**src/rtl/useful_ctr_ctrl.sv**
```systemverilog
// Read-modify-write update controller for the 128x3b saturating counter table.
// Also schedules periodic and requested aging pulses on the table's Atten input.
module useful_ctr_ctrl #(
    parameter int AGE_PERIOD = 1024,
    parameter int AGE_W      = 10
) (
    input  logic       Clk,
    input  logic       Rest,
    input  logic       UpdValid,
    output logic       UpdReady,
    input  logic [6:0] UpdAddr,
    input  logic [1:0] UpdOp,
    input  logic [2:0] UpdVal,
    input  logic       AgeReq,
    output logic       RspValid,
    output logic [6:0] RspAddr,
    output logic [2:0] RspOld,
    output logic [2:0] RspNew,
    output logic       CtrAtten,
    output logic [6:0] CtrAddr,
    output logic       CtrWen,
    output logic [2:0] CtrDin,
    input  logic [2:0] CtrDout,
    output logic       Busy
);

    typedef enum logic [1:0] {
        IDLE,
        READ,
        WRITE,
        AGE
    } state_e;

    localparam logic [AGE_W-1:0] AGE_LAST = AGE_W'(AGE_PERIOD - 1);

    state_e           state_q, state_d;
    logic [AGE_W-1:0] timer_q, timer_d;
    logic             pend_q, pend_d;
    logic [6:0]       addr_q, addr_d;
    logic [1:0]       op_q, op_d;
    logic [2:0]       val_q, val_d;

    logic             wrap;
    logic             age_set;
    logic             ready_int;
    logic [2:0]       new_val;

    assign wrap    = (timer_q == AGE_LAST);
    assign timer_d = wrap ? '0 : timer_q + 1'b1;
    assign age_set = wrap | AgeReq;

    always_comb begin
        state_d   = state_q;
        pend_d    = pend_q | age_set;
        addr_d    = addr_q;
        op_d      = op_q;
        val_d     = val_q;
        ready_int = 1'b0;
        unique case (state_q)
            IDLE: begin
                // A request arriving this cycle still wins over the update.
                if (pend_q | age_set) begin
                    state_d = AGE;
                    pend_d  = 1'b0;
                end else begin
                    ready_int = 1'b1;
                    if (UpdValid) begin
                        addr_d  = UpdAddr;
                        op_d    = UpdOp;
                        val_d   = UpdVal;
                        state_d = READ;
                    end
                end
            end
            READ:  state_d = WRITE;
            WRITE: state_d = IDLE;
            AGE: begin
                state_d = IDLE;
                pend_d  = age_set;
            end
            default: state_d = IDLE;
        endcase
    end

    always_comb begin
        new_val = CtrDout;
        unique case (op_q)
            2'b00: new_val = (CtrDout == 3'd7) ? 3'd7 : CtrDout + 3'd1;
            2'b01: new_val = (CtrDout == 3'd0) ? 3'd0 : CtrDout - 3'd1;
            2'b10: new_val = val_q;
            2'b11: new_val = CtrDout;
            default: new_val = CtrDout;
        endcase
    end

    always_ff @(posedge Clk or negedge Rest) begin
        if (!Rest) begin
            state_q <= IDLE;
            timer_q <= '0;
            pend_q  <= 1'b0;
            addr_q  <= '0;
            op_q    <= '0;
            val_q   <= '0;
        end else begin
            state_q <= state_d;
            timer_q <= timer_d;
            pend_q  <= pend_d;
            addr_q  <= addr_d;
            op_q    <= op_d;
            val_q   <= val_d;
        end
    end

    assign UpdReady = ready_int & Rest;
    assign CtrAtten = (state_q == AGE);
    assign CtrWen   = (state_q == WRITE);
    assign CtrAddr  = (state_q == READ || state_q == WRITE) ? addr_q : '0;
    assign CtrDin   = CtrWen ? new_val : '0;
    assign RspValid = CtrWen;
    assign RspAddr  = CtrWen ? addr_q : '0;
    assign RspOld   = CtrWen ? CtrDout : '0;
    assign RspNew   = CtrDin;
    assign Busy     = (state_q != IDLE) | pend_q;

endmodule

```
**config.mk**
```make
export PLATFORM = sky130hd
export DESIGN_NAME = useful_ctr_ctrl
export DESIGN_NICKNAME = d
export VERILOG_FILES = /design/src/rtl/useful_ctr_ctrl.sv
export SDC_FILE = /design/constraint.sdc
export NUM_CORES = 1
export LEC_CHECK = 0
export ABC_AREA = 1
export CAP_MARGIN = 20
export CORE_MARGIN = 10
export CORE_UTILIZATION = 41
export CTS_BUF_LIST = sky130_fd_sc_hd__clkbuf_4
export DETAILED_ROUTE_END_ITERATION = 16
export PLACE_DENSITY_LB_ADDON = 0.25
export REMOVE_ABC_BUFFERS = 1
export SKIP_CTS_REPAIR_TIMING = 1
export SLEW_MARGIN = 40
export SYNTH_ARGS = -nofsm -noshare
export SYNTH_HDL_FRONTEND = slang
export SYNTH_SLANG_ARGS = --single-unit
```
**constraint.sdc**
```tcl
create_clock -name Clk -period 4.1 [get_ports Clk]
set_input_delay 0.82 -clock Clk [delete_from_list [all_inputs] [get_ports Clk]]
set_output_delay 0.82 -clock Clk [all_outputs]
set_load 0.02 [all_outputs]
```
==> run_results.csv <==
group,metric,value,unit
setup_path,critPathRequiredTime,3.28,ns
power,p_total,1.24,mW
sta,finalSetupViolCount,0,
power,p_int,0.687,mW
final_layout,n_fill_cell,371,
setup_path,rr_endpoint,"addr_q[2]$_DFFE_PN0P_",
route,drc,0,
setup_path,start_kind,"input pin",
global_route,gr-total-overflow,0,
die,start_util,42.9,%
power,pwr-share-clk,9.3,%
setup_path,critPathCapture,"CtrDin[2]",
setup_path,worst-path-stages,10,
route,wire_per_inst,11.5,um
sta,tns,0,ns
setup_path,path_cells,"clkdlybuf4s50_1 > inv_1 > ha_1 > inv_1 > ha_1 > nand3_1 > nand2_1 > inv_1 > a211oi_1 > clkdlybuf4s50_1",
sta,final_max_slew_viol_count,0,
die,num_rows,22,
clock_tree,numCtsBuffers,3,
final_layout,drive_gt1_share,9.84,%
placed_design,hpwlAfterDp,2730,um
setup_path,crit_path_max_incr_delay,0.67,ns
sta,finalHoldViolCount,0,
power,irDropWorstVdd,0.000296,V
global_route,grt_pass1_vias,1349,
run,maxCapViolCount,0,
route,routed_via_density,4.50,
setup_path,crit_top_cell,"inv_1",
setup_path,worstPathArrival,3.01,ns
setup_path,reg2reg_slack,2.44,ns
global_route,track_usage,11.0,%
final_layout,final_util,56.2,%
sta,post-route-min-period,3.83,ns
sta,slew_headroom,70.7,%
worst_hold_path,hold_class,"flop to flop",
final_layout,area_growth,30.8,%
global_route,antenna_found_initial,0,
power,total_leakage_power,1.15,nW
clock_tree,cts_root_buffer,"clkbuf_4",
final_layout,fin_nets,283,
setup_path,startpoint,"CtrDout[0]",
global_route,grt_pass1_wl,5930,um
placed_design,port_buffers,46,
synth,synth_warnings,0,
setup_path,critPathCaptureType,"output pin",
synth,ys_seq_elements,25,
route,vias,1360,
clock_tree,clk_pin_slew,0.12,ns
worst_hold_path,hold_depth,2,
sta,fin_crit_sh,93.5,%
clock_tree,h-tree-depth,1,
power,power_density,593,mW/mm2
final_layout,antenna_cells,0,
setup_path,timing.rr.start,"timer_q[0]$_DFF_PN0_",
route,drt_pass1_iterations,4,
global_route,grt_max_degree,26,
synth,syn_avg_cell_area,7.56,um2
route,wirelength,3480,um
sta,max_freq,0.261,GHz
setup_path,r2r_cells,8,
die,io_pins,47,
power,seq_power_share,30.5,%
clock_tree,clk_path_buf_depth,2,
sta,finClkSkew,0.0105,ns
route,ant_nets,0,
power,switching_share,44.4,%
placed_design,place_congestion,0.783,
status,status,"finished, final reports clean",
synth,netlist_area,0.00160,mm2
setup_path,crit_family,"buffers and inverters",
die,core-area,0.00372,mm2
power,p_comb_share,60.1,%
setup_path,crit_buf_inv,5,
synth,yosysSeqAreaShare,39.2,%
clock_tree,clkSinkCount,25,
worst_hold_path,min-delay-start,"val_q[2]$_DFFE_PN0P_",
clock_tree,clock_latency,0.31,ns
power,p_sw,0.549,mW
setup_path,cp_max_fo,6,
setup_path,cpMaxStageDelayCell,"clkdlybuf4s50_1",
sta,rsz0062_at_grt,"no",
die,dieWidth,82.4,um
sta,tightest_slew,0.438,ns
die,dieArea,0.00679,mm2
clock_tree,cts_tree,"done",
route,drtIter0Drc,48,
final_layout,seqCellArea,626,um2
synth,synth_cells,211,
synth,yosysUniqueCellTypes,24,
setup_path,worstSetupPathType,"input pin to output pin",
final_layout,multiInputGateArea,734,um2
die,die_y,82.4,um
synth_stat cells (all sizes together):
| master | n | area share, % |
|---|---|---|
| a211oi | 1 | 0.47 |
| nor2 | 15 | 5.4 |
| or3 | 1 | 0.39 |
| inv | 43 | 10 |
| a21oi | 4 | 1.3 |
| clkbuf | 3 | 0.78 |
| buf | 6 | 3.8 |
| nor3 | 4 | 1.3 |
| dfrtp | 25 | 39 |
| xnor2 | 1 | 0.55 |
| o21ai | 7 | 2.2 |
| xor2 | 3 | 1.6 |
| nand2 | 77 | 20 |
| ha | 9 | 7.1 |
| nand4 | 2 | 1.2 |
| or2 | 1 | 0.39 |
| nand3 | 9 | 4.4 |
power by group through the flow:
stage,Sequential [mW],Clock [mW],Combinational [mW]
after floorplan,0.367,0,0.433
after global placement,0.382,0,0.751
after detailed placement,0.382,0,0.757
after CTS,0.378,0.122,0.760
after global routing,0.392,0.131,0.830
final,0.378,0.115,0.744
area by class of cell:
cell class	count	share of cell area, %
Clock buffer	4	1.44
Inverter	43	7.73
Multi-Input combinational cell	134	35.2
Sequential cell	25	30.0
Tap cell	48	2.88
Timing Repair Buffer	48	22.8
kinds of logic after synthesis:
family | synth area share, %
compound gates | 3.92
simple gates | 32.9
buf+inv | 14.7
flops | 39.2
xor+xnor | 2.20
fa+ha+maj | 7.06
flip-flops by register name, indices dropped and copies added (netlist names):
register,flops
addr_q,7
op_q,2
pend_q,1
state_q,2
timer_q,10
val_q,3
worst min-delay path by stage:
stage                                 endpoint
after floorplan           val_q[1]$_DFFE_PN0P_
after global placement    val_q[1]$_DFFE_PN0P_
after detailed placement  val_q[2]$_DFFE_PN0P_
after CTS                 val_q[2]$_DFFE_PN0P_
after global routing      val_q[2]$_DFFE_PN0P_
final                     val_q[2]$_DFFE_PN0P_
cells in the final DEF (no fill, tap or decap):
cell type	synthesis	routed
buf_4	4	2
dfrtp_1	25	25
o21ai_0	7	7
a21oi_1	4	4
a211oi_1	1	1
nand2_2	11	11
clkdlybuf4s50_1	0	46
nor3_1	4	4
ha_1	9	9
nand4_1	1	1
nand3_4	2	2
nand4_2	1	1
or2_2	1	1
inv_1	43	43
or3_1	1	1
nor2_1	11	11
xor2_1	3	3
clkbuf_4	0	4
nor2_4	4	4
xnor2_1	1	1
nand2_1	66	66
nand3_1	7	7
tightest hold or removal path, cell delays in order, from the launching register on:
cell and delay (ns):
dfrtp_1 0.36, nand2_1 0.05, nand2_1 0.05
per-layer routing:
metal | track usage (%) | vias up | share of wire, % | routed length [um]
met2 | 18.2 | 33 | 45 | 1570
met4 | 3.40 | 0 | 0.60 | 21
li1 | - | 707 | - | -
met1 | 12.7 | 618 | 44 | 1540
met5 | 0 | - | 0 | 0
met3 | 4.32 | 2 | 10 | 349
per-stage QoR:
| step | instance area, um2 | hold WS [ns] | std cells | worst slack (ns) |
|---|---|---|---|---|
| 2_1_floorplan | 1520 | 0.444 | 202 | 0.926 |
| 3_3_place_gp | 2060 | 0.462 | 298 | 0.304 |
| 3_5_place_dp | 2060 | 0.461 | 298 | 0.244 |
| 4_1_cts | 2090 | 0.494 | 302 | 0.244 |
| 5_1_grt | 2090 | 0.525 | 302 | 0.0368 |
| 6_report | 2090 | 0.487 | 302 | 0.267 |
No activity file was read; power rests on OpenSTA's default activity.
